File: config.mk
export PLATFORM = sky130hd
export DESIGN_NAME = psdu_byte_packer
export DESIGN_NICKNAME = d
export VERILOG_FILES = /design/src/rtl/psdu_byte_packer.sv
export SDC_FILE = /design/constraint.sdc
export NUM_CORES = 1
export LEC_CHECK = 0
export CAP_MARGIN = 25
export CORE_ASPECT_RATIO = 0.5
export CORE_MARGIN = 3
export CORE_UTILIZATION = 67
export CTS_BUF_LIST = sky130_fd_sc_hd__clkbuf_4
export CTS_CLUSTER_DIAMETER = 30
export DETAILED_ROUTE_END_ITERATION = 16
export HOLD_SLACK_MARGIN = 0.06
export PLACE_DENSITY = 0.86
export SYNTH_ARGS = -nofsm -noshare
export SYNTH_HDL_FRONTEND = slang
export SYNTH_SLANG_ARGS = --single-unit
File: constraint.sdc
create_clock -name i_clk -period 4.45 [get_ports i_clk]
set_clock_uncertainty 0.15 [all_clocks]
set_input_delay 0.89 -clock i_clk [delete_from_list [all_inputs] [get_ports i_clk]]
set_output_delay 0.89 -clock i_clk [all_outputs]
set_load 0.01 [all_outputs]
File: src/rtl/psdu_byte_packer.sv
// psdu_byte_packer: packs LSB-first PSDU bits into octets and queues them in a FWFT FIFO.
module psdu_byte_packer #(
  parameter int FIFO_DEPTH   = 8,
  parameter int LENGTH_WIDTH = 12
) (
  input  logic                    i_clk,
  input  logic                    i_rst_n,
  input  logic                    i_start,
  input  logic [LENGTH_WIDTH-1:0] i_length,
  input  logic                    i_bit,
  input  logic                    i_bit_valid,
  output logic [7:0]              o_byte,
  output logic                    o_byte_valid,
  input  logic                    i_byte_ready,
  output logic                    o_byte_last,
  output logic                    o_busy,
  output logic                    o_done,
  output logic                    o_overflow
);
  localparam int AW = $clog2(FIFO_DEPTH);
  typedef enum logic [1:0] {IDLE, PACK, DRAIN} state_t;
  state_t                  r_state;
  logic [LENGTH_WIDTH-1:0] r_len;
  logic [LENGTH_WIDTH-1:0] r_oct;
  logic [2:0]              r_bcnt;
  logic [7:0]              r_sr;
  logic                    r_done;
  logic                    r_overflow;
  logic [8:0]              r_mem [FIFO_DEPTH];
  logic [AW-1:0]           r_wr;
  logic [AW-1:0]           r_rd;
  logic [AW:0]             r_cnt;
  logic                    w_go;
  logic                    w_shift;
  logic                    w_push;
  logic                    w_last;
  logic                    w_pop;
  logic                    w_full;
  logic                    w_wr;
  logic                    w_drained;
  logic [7:0]              w_byte;
  assign w_go      = (r_state == IDLE) && i_start && (|i_length);
  // A bit arriving with the accepted Start is already the first PSDU bit.
  assign w_shift   = ((r_state == PACK) || w_go) && i_bit_valid;
  assign w_push    = w_shift && (&r_bcnt);
  assign w_byte    = {i_bit, r_sr[7:1]};
  assign w_last    = (r_oct == r_len - 1'b1);
  assign w_pop     = o_byte_valid && i_byte_ready;
  assign w_full    = (r_cnt == (AW+1)'(FIFO_DEPTH));
  assign w_wr      = w_push && (!w_full || w_pop);
  assign w_drained = (r_cnt == '0) || ((r_cnt == (AW+1)'(1)) && w_pop);
  assign o_byte_valid = |r_cnt;
  assign o_byte       = o_byte_valid ? r_mem[r_rd][7:0] : 8'h00;
  assign o_byte_last  = o_byte_valid && r_mem[r_rd][8];
  assign o_busy       = (r_state != IDLE);
  assign o_done       = r_done;
  assign o_overflow   = r_overflow;
  always_ff @(posedge i_clk or negedge i_rst_n)
    if (!i_rst_n) begin
      r_state    <= IDLE;
      r_len      <= '0;
      r_oct      <= '0;
      r_bcnt     <= '0;
      r_sr       <= '0;
      r_done     <= 1'b0;
      r_overflow <= 1'b0;
    end else begin
      r_done <= 1'b0;
      if (w_shift) begin
        r_sr   <= w_byte;
        r_bcnt <= r_bcnt + 3'd1;
      end
      if (w_push && w_full && !w_pop) r_overflow <= 1'b1;
      if (w_push && !w_last) r_oct <= r_oct + 1'b1;
      case (r_state)
        IDLE:
          if (w_go) begin
            r_state    <= PACK;
            r_len      <= i_length;
            r_oct      <= '0;
            r_overflow <= 1'b0;
          end else if (i_start) r_done <= 1'b1;
        PACK:
          if (w_push && w_last) r_state <= DRAIN;
        DRAIN:
          if (w_drained) begin
            r_state <= IDLE;
            r_done  <= 1'b1;
          end
        default: r_state <= IDLE;
      endcase
    end
  always_ff @(posedge i_clk or negedge i_rst_n)
    if (!i_rst_n) begin
      r_wr  <= '0;
      r_rd  <= '0;
      r_cnt <= '0;
    end else begin
      if (w_wr) r_wr <= r_wr + 1'b1;
      if (w_pop) r_rd <= r_rd + 1'b1;
      r_cnt <= r_cnt + (AW+1)'(w_wr) - (AW+1)'(w_pop);
    end
  // Storage needs no reset: the pointers and count define what is valid.
  always_ff @(posedge i_clk)
    if (w_wr) r_mem[r_wr] <= {w_last, w_byte};
endmodule

==> flow_summary.ini, run 1 <==
[pwr]
intPower_uw = 2420
ir_worst_vdd_mv = 0.352
p_clk_frac = 0.182
switchingPower_uw = 1290
leakage_uw = 0.00235
p_per_area_nw_per_um2 = 594
power_uw = 3710
pwr-share-seq = 0.473
swShare = 0.348
power_frac_comb = 0.345

[die]
die_h_um = 70.3
io_pins = 31
core-area_um2 = 7680
num_rows = 22
die_w_um = 135
start_util = 0.722
die-area_um2 = 9460

[clock_tree]
cts_sinks = 120
ctsRootBufferMaster = clkbuf_4
h-tree-depth = 4
clkSlewWorstSetupHoldPaths_ps = 100
cts_tree = built
clockBufferDepth = 2
numCtsBuffers = 17
clkLatencyLatePin_ps = 520
cts_setup_buffers = 0

[placed_design]
gp_congestion = 0.895
place_hpwl_um = 7320
io_buffer_count = 30

[logic_synthesis]
async_flop_share = 0.400
synthTopCellsByCount = edfxtp_1, dfrtp_1, nor2_1
syn_inst = 388
yosys_most_used_dff = edfxtp_1
synth_area_leaders = edfxtp_1, dfrtp_1, mux4_2, mux2_2, ha_1
synthesis.nets = 419
synth_area_um2 = 5540
ys.warnings.count = 0
synth_seq_cells = 120
yosysMostFrequentCell = edfxtp_1
syn_area_per_cell_um2 = 14.3
ys_types = 58
yosys.area.top_type_share = 0.390
synth-seq-area-share = 0.607
synth_edf_count = 72
synth_top_area_cell = edfxtp_1

[worst_setup_path]
arrival_ps = 2680
path_buf_inv = 1
startpoint = r_rd[1]
endpoint_kind = output pin
crit_type = reg -> out
cp_max_fo = 20
r2r_start = r_len[0]
rr_worst_depth = 9
crit_family = flip-flops
reg2reg_slack_ps = 840
cp.required_ps = 3410
path_depth = 4
crit_slowest_cell = dfrtp_1
cp_slowest_stage_delay_ps = 940
crit_end = o_byte[4]
r2r_end = r_oct[9]
critPathLaunchType = flop
critical_path.cell_chain = mux4_2 -> mux2i_1 -> nor2_1 -> clkdlybuf4s50_1

[grt]
overflow = 0
grt_first_pass_wirelength_um = 18300
track_usage = 0.258
grt_pass1_vias = 3594
antenna_found_initial = 1
grt_start_max_net_pins = 49

[sta]
fin_tns_setup_ps = 0
slew_violations = 0
min_period_ps = 3720
hold_viol = 0
tightest_slew_ps = 909
rsz0062_at_grt = no
setup_violations = 0
max_freq_ghz = 0.269
period_share = 0.836
slew_headroom = 0.392

[detailed_routing]
finalWirelength_um = 11000
vias = 3458
drt_iter0_drc = 276
detail-route-antenna-nets = 0
vias_per_cell = 6.20
drtPass1Iterations = 6
drc = 0
wire_per_inst_um = 19.7

[layout]
register_area_um2 = 3360
area_delta_synth_final_pct = 12.7
fin_nets = 467
fin_util = 0.813
fill_cells = 415
drive_gt1_frac = 0.212
multi_input_area_um2 = 2030

[flow_run]
max-cap-violations = 0

[worst_hold_path]
hold_path.class = reg -> reg

[outcome]
status = complete, no violations
==> worst min path at each step <==
stage	from	to	cells after the start
final	r_bcnt[0]	r_bcnt[0]	1
after global routing	r_bcnt[0]	r_bcnt[0]	1
after detailed placement	r_bcnt[0]	r_bcnt[0]	1
after global placement	r_bcnt[0]	r_bcnt[0]	1
after CTS	r_bcnt[0]	r_bcnt[0]	1
after floorplan	r_bcnt[0]	r_bcnt[0]	1
==> per-stage QoR <==
stage	hold slack, ps	instances	area [um^2]	setup slack (ps)
floorplan	298	388	5540	1060
global placement	312	523	5970	640
detailed placement	324	523	5970	474
CTS	342	555	6210	745
global route	375	558	6240	572
finish	351	558	6240	729
==> kinds of logic (layout without fill, tap and decap cells) <==
kind of cell               count (synthesis)  after routing  share of synthesized area
xor gates and xnor gates                  22             22                     0.0361
buffers and inverters                     31             92                     0.0269
DFF                                      120            120                      0.607
other                                      0              1                          0
adders and majority gates                 13             13                     0.0307
muxes                                     45             45                      0.126
AOI/OAI and AO/OA                         44             44                     0.0630
and+or+nand+nor                          113            113                      0.110
==> worst reg2reg max path: stages (launching register included) <==
cell	delay (ps)
dfrtp_1	440
inv_1	100
ha_1	250
or3b_4	430
or4_4	510
a2111oi_4	410
and4b_1	290
a21o_1	600
or3_1	230
a21oi_2	60
==> flip-flops by register name, summed over array words and instances (netlist names) <==
| signal | count |
|---|---|
| r_oct | 12 |
| r_sr | 7 |
| r_mem | 72 |
| r_wr | 3 |
| r_bcnt | 3 |
| r_rd | 3 |
| o_done | 1 |
| r_len | 12 |
| r_cnt | 4 |
| r_state | 2 |
| o_overflow | 1 |
==> per-layer routing <==
| layer | part of all wire | GRT usage |
|---|---|---|
| met5 | 0 | 0 |
| met1 | 0.40 | 0.333 |
| met2 | 0.50 | 0.425 |
| met4 | 0.025 | 0.119 |
| met3 | 0.068 | 0.0561 |
==> cell usage in the layout, fill, tap and decap left out, drive strengths merged, types with 3 or more instances in the layout <==
cell            n
o31ai           3
nor4            5
nand2          24
buf            13
or4             7
ha             12
xnor2          12
clkdlybuf4s50  29
xor2           10
clkbuf         21
mux2           18
nor3            5
and2            3
and4            3
edfxtp         72
clkinv          8
a21oi          11
mux2i           9
o21ai          12
nor2           27
inv            17
nand3b          3
nand2b          5
or3             9
nand3           6
mux4           18
nand4           6
dfrtp          48
==> cell type report <==
cell class                      instances  share of cell area
Clock inverter                         11              0.0134
Timing Repair Buffer                   43              0.0653
Antenna cell                            1            0.000401
Inverter                               17              0.0102
Tap cell                              108              0.0216
Sequential cell                       120               0.539
Multi-Input combinational cell        237               0.325
Clock buffer                           21              0.0253
==> power groups by stage <==
stage / combinational, uW / clock [uW] / sequential (uW)
6_report: 1280 / 673 / 1750
5_1_grt: 1410 / 743 / 1790
4_1_cts: 1270 / 678 / 1740
3_5_place_dp: 1270 / 0 / 1770
3_3_place_gp: 1180 / 0 / 1740
2_1_floorplan: 988 / 0 / 1610
==> what timing repair did <==
action,CTS,global route
endpoints found under the hold margin,0,1
hold buffers,0,1
gates resized for setup,0,0
Power figures use the tool's default switching activity.
==> run 2: changes to the inputs <==
CORE_UTILIZATION = 56   (was 67)
PLACE_DENSITY = 0.76   (was 0.86)
clock period = 3.09 ns   (was 4.45 ns; I/O delays follow)
==> run 2 against run 1 <==
The flow now finishes with violations (negative setup slack). Via count up 6.5%. Critical endpoint is now r_oct[0]. Sequential share of layout area down 4.7 points. Worst setup slack worse by 780 ps. Largest cell class unchanged. Combinational power up 87%. Die area up 18%. Critical path depth up 7. Sequential power up 43%. Core utilization down 6.5 points. Register-to-register slack worse by 890 ps. Global-route usage down 3.7 points. Critical path type is now reg -> reg. First-iteration DRC count down 21%. Final cell count up 14%.
==> flow_summary.ini, run 2 (synthesis results as in run 1) <==
[worst_setup_path]
crit_slowest_cell = or4_4
arrival_ps = 3370
path_depth = 11
crit_type = reg -> reg
cp_slowest_stage_delay_ps = 500
critical_path.cell_chain = inv_2 -> ha_4 -> or3b_4 -> or4_4 -> a2111oi_4 -> and4b_1 -> a21o_1 -> buf_6 -> buf_6 -> xor2_2 -> nor2_1
crit_family = simple AND/OR/NAND/NOR gates
path_buf_inv = 3
rr_worst_depth = 11
endpoint_kind = flop
r2r_end = r_oct[0]
cp.required_ps = 3320
crit_top_cell = buf_6
critPathLaunchType = flop
crit_end = r_oct[0]
startpoint = r_len[1]
cp_max_fo = 4
reg2reg_slack_ps = -50
r2r_start = r_len[1]

[grt]
overflow = 0
track_usage = 0.221
antenna_found_initial = 0
grt_first_pass_wirelength_um = 19200
grt_pass1_vias = 3743
grt_start_max_net_pins = 34

[pwr]
switchingPower_uw = 2100
pwr-share-seq = 0.423
ir_worst_vdd_mv = 0.657
p_per_area_nw_per_um2 = 869
intPower_uw = 3850
power_frac_comb = 0.401
power_uw = 5950
leakage_uw = 0.00269
p_clk_frac = 0.176
swShare = 0.352

[layout]
largest_reg_flops = 72
fin_util = 0.748
multi_input_area_um2 = 2100
layout_commonest_cell = edfxtp_1
fin_nets = 526
mostFrequentLayoutCells = edfxtp_1, buf_4, dfrtp_1
register_area_um2 = 3370
reg.largest.list = r_mem (72), r_len (12), r_oct (12)
antenna_cells = 0
area_delta_synth_final_pct = 23.6
drive_gt1_frac = 0.341
fin_cells = 638
fill_cells = 580
regMostFlops = r_mem

[clock_tree]
cts_sinks = 120
clockBufferDepth = 2
clkLatencyLatePin_ps = 510
h-tree-depth = 4
cts_tree = built
numCtsBuffers = 17
clkSlewWorstSetupHoldPaths_ps = 140
ctsRootBufferMaster = clkbuf_4

[die]
io_pins = 31
die_h_um = 76.3
num_rows = 24
die_w_um = 147
start_util = 0.605
die-area_um2 = 11200
core-area_um2 = 9160

[placed_design]
place_hpwl_um = 7430
numPlacedInstances = 570
io_buffer_count = 30
gp_congestion = 0.859

[detailed_routing]
detail-route-antenna-nets = 0
drt_iter0_drc = 219
finalWirelength_um = 11900
wl_met1_um = 5260
vias_per_cell = 5.77
wire_per_inst_um = 18.7
vias = 3682
drtPass1Iterations = 4
drc = 0
met3_length_um = 527
wl_met2_um = 5940
top_layer = met4

[sta]
slew_violations = 0
setup_ws_ps = -51.4
slew_headroom = 0.564
max_freq_ghz = 0.318
rsz0062_at_grt = yes
period_share = 1.02
min_period_ps = 3140
setup_violations = 7
hold_viol = 0
tightest_slew_ps = 654

[outcome]
status = finished, violations left
violations = negative setup slack

[worst_hold_path]
hold_path.class = reg -> reg
holdPathStages = 1

[flow_run]
max-cap-violations = 0
-- run 2: cell count changes in the layout (fill, tap and decap cells not counted), moves of 3 or more --
cell | previous run | this run
clkbuf_4 | 21 | 18
buf_6 | 0 | 4
buf_4 | 11 | 64
o21ai_0 | 6 | 3
dlygate4sd2_1 | 0 | 8
clkdlybuf4s50_1 | 29 | 20
inv_6 | 0 | 5
-- run 2: cell type report --
cell class,count,area share
clock inverters,14,0.0181
flip-flops and latches,120,0.492
well taps,130,0.0238
inverters,17,0.00932
multi-input cells,237,0.307
clock buffers,18,0.0197
repair buffers,102,0.130
-- run 2: worst min-delay path by stage --
stage / startpoint / end / slack (ps)
final: r_bcnt[0] / r_bcnt[0] / 340
after CTS: r_bcnt[0] / r_bcnt[0] / 340
after detailed placement: r_bcnt[0] / r_bcnt[0] / 320
after floorplan: i_rst_n / o_done / 170
after global routing: r_bcnt[0] / r_bcnt[0] / 350
after global placement: r_bcnt[0] / r_bcnt[0] / 320
-- run 2: power by group through the flow --
| stage | sequential, uW | combinational, uW | clock (uW) |
|---|---|---|---|
| CTS | 2490 | 2230 | 1060 |
| finish | 2510 | 2390 | 1050 |
| detailed placement | 2520 | 1990 | 0 |
| global route | 2560 | 2600 | 1150 |
| floorplan | 2320 | 1420 | 0 |
| global placement | 2480 | 1900 | 0 |
-- run 2: what timing repair did --
| action | in CTS | in global routing |
|---|---|---|
| endpoints found under the hold margin | 15 | 0 |
| hold buffers | 1 | 0 |
| cloned | 1 | 0 |
| resized for setup | 19 | 17 |
| pin swaps | 5 | 9 |
| setup endpoints to repair | 18 | 22 |
| buffers inserted | 24 | 10 |
-- run 2: metrics by stage --
stage	setup slack, ps	hold WS (ps)	setup TNS (ps)	cell area (um^2)
final	-51.4	336	-195	6850
after global routing	-191	354	-1520	6850
after CTS	1.39	336	0	6710
after detailed placement	-423	321	-16120	6200
after global placement	-334	315	-9140	6200
after floorplan	-10.7	172	-95.9	5550
-- run 2: layer usage --
metal,vias up,global-route usage
met4,0,0.0610
met3,20,0.0547
li1,1690,-
met2,108,0.371
met1,1864,0.292
met5,-,0
-- run 2: worst register-to-register path: stages, from the launching register on --
cell and delay (ps):
dfrtp_1 420, inv_2 90, ha_4 130, or3b_4 380, or4_4 500, a2111oi_4 410
and4b_1 270, a21o_1 210, buf_6 140, buf_6 110, xor2_2 130, nor2_1 60
==> run 3: changes to the inputs <==
CORE_UTILIZATION = 62   (was 56)
GPL_ROUTABILITY_DRIVEN = 1   (was not set)
GPL_TIMING_DRIVEN = 0   (was not set)
PLACE_DENSITY = 0.8   (was 0.76)
clock period = 3.1 ns   (was 3.09 ns; I/O delays follow)
==> run 3 against run 2 <==
The flow now finishes without violations. Worst hold slack worse by 58 ps. Core utilization is 5.0 points higher. Global-route usage is 2.5 points higher. Worst setup slack better by 86 ps. Via count is 1.3% lower. Register-to-register slack better by 90 ps. Sequential power is 5% lower. Sequential share of layout area is 1.3 points higher. Largest power group unchanged. Cell area is 2.8% lower. Critical path depth stayed put. Clock power is 15% higher. Flip-flop and latch count stayed put.
==> flow_summary.ini, run 3 (synthesis results as in run 1) <==
[die]
die_h_um = 72.9
start_util = 0.664
core-area_um2 = 8350
num_rows = 23
die-area_um2 = 10200
die_w_um = 140
io_pins = 31

[detailed_routing]
drc = 0
vias_per_cell = 6.19
detail-route-antenna-nets = 0
drt_iter0_drc = 283
vias = 3635
drtPass1Iterations = 5
finalWirelength_um = 12100
wire_per_inst_um = 20.6

[sta]
slew_headroom = 0.411
period_share = 0.989
min_period_ps = 3070
hold_viol = 0
max_freq_ghz = 0.326
setup_violations = 0
setup_ws_ps = 34.9
rsz0062_at_grt = yes
slew_violations = 0
hold_slack_ps = 278
tightest_slew_ps = 879

[grt]
track_usage = 0.246
antenna_found_initial = 0
grt_start_max_net_pins = 42
grt_first_pass_wirelength_um = 18800
grt_pass1_vias = 3606
overflow = 0

[worst_hold_path]
holdPathStages = 2
min_to = r_len[3]
hold_path.class = in -> reg
min_from = i_length[3]

[worst_setup_path]
reg2reg_slack_ps = 30
critPathLaunchType = flop
cp_slowest_stage_delay_ps = 440
r2r_start = r_len[1]
crit_slowest_cell = or4_4
arrival_ps = 3280
crit_family = simple AND/OR/NAND/NOR gates
rr_worst_depth = 11
path_buf_inv = 3
cp.required_ps = 3310
critical_path.cell_chain = inv_2 -> ha_4 -> or3b_4 -> or4_4 -> a2111oi_4 -> and4b_1 -> a21o_1 -> buf_6 -> buf_12 -> xor2_2 -> nor2_1
r2r_end = r_oct[0]
crit_type = reg -> reg
cp_max_fo = 5
endpoint_kind = flop

[layout]
drive_gt1_frac = 0.307
fin_nets = 493
fin_cells = 587
area_delta_synth_final_pct = 20.2
mostFrequentLayoutCells = edfxtp_1, dfrtp_1, nand2_1
fill_cells = 468
multi_input_area_um2 = 2140
layout_commonest_cell = edfxtp_1
largest_reg_flops = 72
register_area_um2 = 3360
regMostFlops = r_mem
reg.largest.list = r_mem (72), r_len (12), r_oct (12)
antenna_cells = 0

[clock_tree]
cts_sinks = 120
cts_tree = built
ctsRootBufferMaster = clkbuf_4
clkLatencyLatePin_ps = 510
h-tree-depth = 4
numCtsBuffers = 17
clockBufferDepth = 2
clkSlewWorstSetupHoldPaths_ps = 110

[pwr]
ir_worst_vdd_mv = 0.566
leakage_uw = 0.00253
p_per_area_nw_per_um2 = 884

[placed_design]
place_hpwl_um = 7340
gp_congestion = 0.854
post-place-ws_ps = -977
numPlacedInstances = 531
io_buffer_count = 30

[flow_run]
max-cap-violations = 0

[outcome]
status = complete, no violations
[run 3: cell count changes in the layout (fill, tap and decap cells not counted), moves of 3 or more]
cell / change
buf_4: -44
nor2_1: -6
dlygate4sd2_1: -5
nor2_2: +4
buf_2: +3
clkbuf_1: +3
clkbuf_16: +3
clkbuf_2: +3
inv_6: -3
o21ai_0: +3
[run 3: worst max path at each step]
stage | depth (start not counted) | to | from | slack, ps
after floorplan | 6 | r_mem[0][0] | r_state[1] | -0.7
after global placement | 7 | r_mem[0][2] | i_length[5] | -1330
after detailed placement | 8 | r_mem[3][2] | i_length[3] | -980
after CTS | 6 | o_byte[5] | r_rd[0] | 10
after global routing | 10 | r_oct[0] | r_len[0] | -110
final | 11 | r_oct[0] | r_len[1] | 30
[run 3: repair_timing]
item,CTS,global route
setup endpoints to repair,96,40
gates cloned,0,2
hold buffers,1,0
resized for setup,44,21
pin swaps,4,10
setup buffers,10,11
hold endpoints to repair,7,0
[run 3: metrics by stage]
| step | power [uW] | utilization | area [um^2] | TNS, ps |
|---|---|---|---|---|
| floorplan | 3730 | - | 5550 | -5.93 |
| global placement | 4260 | 0.718 | 5990 | -80930 |
| detailed placement | 4410 | 0.720 | 6010 | -80990 |
| CTS | 5710 | 0.779 | 6500 | 0 |
| global route | 6220 | 0.798 | 6660 | -659 |
| finish | 5890 | 0.798 | 6660 | 0 |
[run 3: cell type report]
type	count	share of cell area
Buffer	14	0.0205
Clock buffer	18	0.0203
Clock inverter	14	0.0261
Inverter	17	0.00958
Multi-Input combinational cell	237	0.321
Sequential cell	120	0.505
Tap cell	112	0.0210
Timing Repair Buffer	55	0.0763
[run 3: layer usage]
layer  share of wire  vias up  global-route usage
met5               0        -                   0
met4           0.027        0               0.111
met3           0.065       39              0.0510
met2            0.51      167               0.412
met1            0.40     1806               0.321
li1                -     1623                   -
[run 3: power breakdown]
part / switching (uW) / internal (uW)
combinational: 1120 / 1160
clock: 638 / 573
sequential: 329 / 2070
total: 2090 / 3800
==> edit, RTL diff (settings of run 1) <==
Put one more register stage on the output `o_overflow`, with the module's reset. The value now appears one clock later. The other outputs are not delayed to match.
--- a/src/rtl/psdu_byte_packer.sv
+++ b/src/rtl/psdu_byte_packer.sv
@@ -54,7 +54,13 @@
   assign o_byte_last  = o_byte_valid && r_mem[r_rd][8];
   assign o_busy       = (r_state != IDLE);
   assign o_done       = r_done;
-  assign o_overflow   = r_overflow;
+  always_ff @(posedge i_clk or negedge i_rst_n) begin
+      if (!i_rst_n) begin
+          o_overflow <= '0;
+      end else begin
+          o_overflow <= r_overflow;
+      end
+  end
   always_ff @(posedge i_clk or negedge i_rst_n)
     if (!i_rst_n) begin
       r_state    <= IDLE;
Formal check against the unedited RTL: no difference found for any inputs over 10 cycles, from zero or initial values and one cycle with i_rst_n low; that may be too few to reach the edited logic, so the function may still have changed.
==> edit against run 1 <==
Register-to-register slack better by 0.04 ns; area after synthesis is 0.45% higher; worst hold slack worse by 0.16 ns; worst setup slack worse by 0.20 ns; global-route usage is 0.060 points lower; wire length stayed put; cell area is 0.62% higher; total power is 0.77% higher; sequential cell count is 1 higher; final cell count stayed put; maximum frequency is 5.2% lower; largest power group unchanged.
==> edit: results <==
group,metric,value,unit
status,status,"finished, final reports clean",
sta,hold_viol,0,
placement,port_buffers,30,
synth,ys_seq_area_frac,0.609,
global_route,antenna_found_initial,0,
clock_network,cts.repair.resized,0,
clock_network,clkSlewWorstSetupHoldPaths,0.11,ns
layout,final_layout_size_suffix_gt1_frac,0.220,
placement,placed_cell_area,6020,um2
worst_setup_path,reg2reg_depth,10,
hold_path,hold_class,"in2async",
clock_network,postCtsSetupBuffers,0,
pwr,internal_power,2.42,mW
clock_network,cts_root_buf,"clkbuf_4",
clock_network,h-tree-depth,4,
clock_network,cts_buffers,17,
routing,drt_first_iter_violations,238,
global_route,grt_pass1_vias,3588,
sta,worstMarginPinSlew,0.934,ns
worst_setup_path,timing.rr.start,"r_len[0]$_DFFE_PN0P_",
pwr,p_leak,2.35,nW
global_route,grt_pass1_wl,18.4,mm
routing,wirelength,11.0,mm
layout,antenna_cells,0,
placement,gp_congestion,0.911,
synth,synth_nets,420,
worst_setup_path,r2r_slack,0.88,ns
worst_setup_path,arrival,2.88,ns
worst_setup_path,rr_endpoint,"r_oct[5]$_DFF_PN0_",
routing,num_vias,3408,
layout,nNetsFinal,468,
synth,synth_edf_count,72,
routing,first_pass_iters,7,
clock_network,cts_buffer_depth,2,
synth,ys_types,58,
global_route,grt_util_all_layers,0.258,
synth,synth_common_cells,"72 x edfxtp_1, 49 x dfrtp_1, 27 x nor2_1",
synth,synth_area_leaders,"edfxtp_1 39%, dfrtp_1 22%, mux4_2 7.3%",
placement,place_hpwl,7.59,mm
worst_setup_path,crit_path_max_fanout,11,
global_route,grt_max_degree,29,
layout,top_regs,"r_mem (72), r_len (12), r_oct (12)",
pwr,vdd_drop_max,0.371,mV
synth,synthArstFlopShare,0.405,
-- edit: cells by family after synthesis --
logic type / count (synthesis) / share of synthesized area
AND/OR/NAND/NOR: 113 / 0.110
adder cells (fa/ha/maj): 13 / 0.0306
multiplexers: 45 / 0.125
buffers and inverters: 31 / 0.0267
XOR/XNOR: 22 / 0.0360
AO/OA/AOI/OAI: 44 / 0.0627
flip-flops: 121 / 0.609
-- edit: worst max-delay path: stages, from the launching register on --
cell             delay [ns]
dfrtp_1                0.75
buf_4                  0.35
mux4_2                 0.53
mux2i_1                0.18
nor2_1                 0.06
clkdlybuf4s50_1        0.51
-- edit: stage by stage --
stage	power, mW	std cells	worst slack, ns	hold WS (ns)	utilization
after floorplan	2.61	389	1.06	0.204	-
after global placement	2.95	525	0.637	0.214	0.782
after detailed placement	3.05	526	0.489	0.225	0.784
after CTS	3.75	558	0.437	0.181	0.818
after global routing	3.97	558	0.276	0.169	0.818
final	3.74	558	0.527	0.194	0.818
-- edit: worst max-delay path by stage --
| stage | startpoint | end | slack [ns] |
|---|---|---|---|
| 3_3_place_gp | i_length[3] | r_cnt[2]$_DFF_PN0_ | 0.64 |
| 2_1_floorplan | i_length[2] | r_mem[1][0]$_DFFE_PP_ | 1.06 |
| 6_report | r_rd[0]$_DFFE_PN0N_ | o_byte[0] | 0.53 |
| 3_5_place_dp | i_length[3] | r_cnt[1]$_DFF_PN0_ | 0.49 |
| 4_1_cts | r_rd[0]$_DFFE_PN0N_ | o_byte[0] | 0.44 |
| 5_1_grt | r_rd[0]$_DFFE_PN0N_ | o_byte[0] | 0.28 |
-- edit: area by class of cell --
class | instances | area (um2)
inverters | 17 | 63.8
fillers | 387 | 1400
clock inverters | 14 | 125
well taps | 108 | 135
flip-flops and latches | 121 | 3390
clock buffers | 18 | 135
repair buffers | 43 | 405
multi-input cells | 237 | 2030
-- edit: power by group through the flow --
stage / clock network, mW / logic (mW) / registers [mW]
after CTS: 0.719 / 1.25 / 1.78
after floorplan: 0 / 0.988 / 1.62
final: 0.711 / 1.25 / 1.78
after global routing: 0.777 / 1.37 / 1.82
after detailed placement: 0 / 1.24 / 1.80
after global placement: 0 / 1.17 / 1.78
-- edit: layer usage --
metal,wire length [um],vias up,global-route usage
met1,4520,1713,0.339
met3,759,12,0.0698
met5,0,-,0
li1,-,1574,-
met4,109,0,0.0801
met2,5630,109,0.425
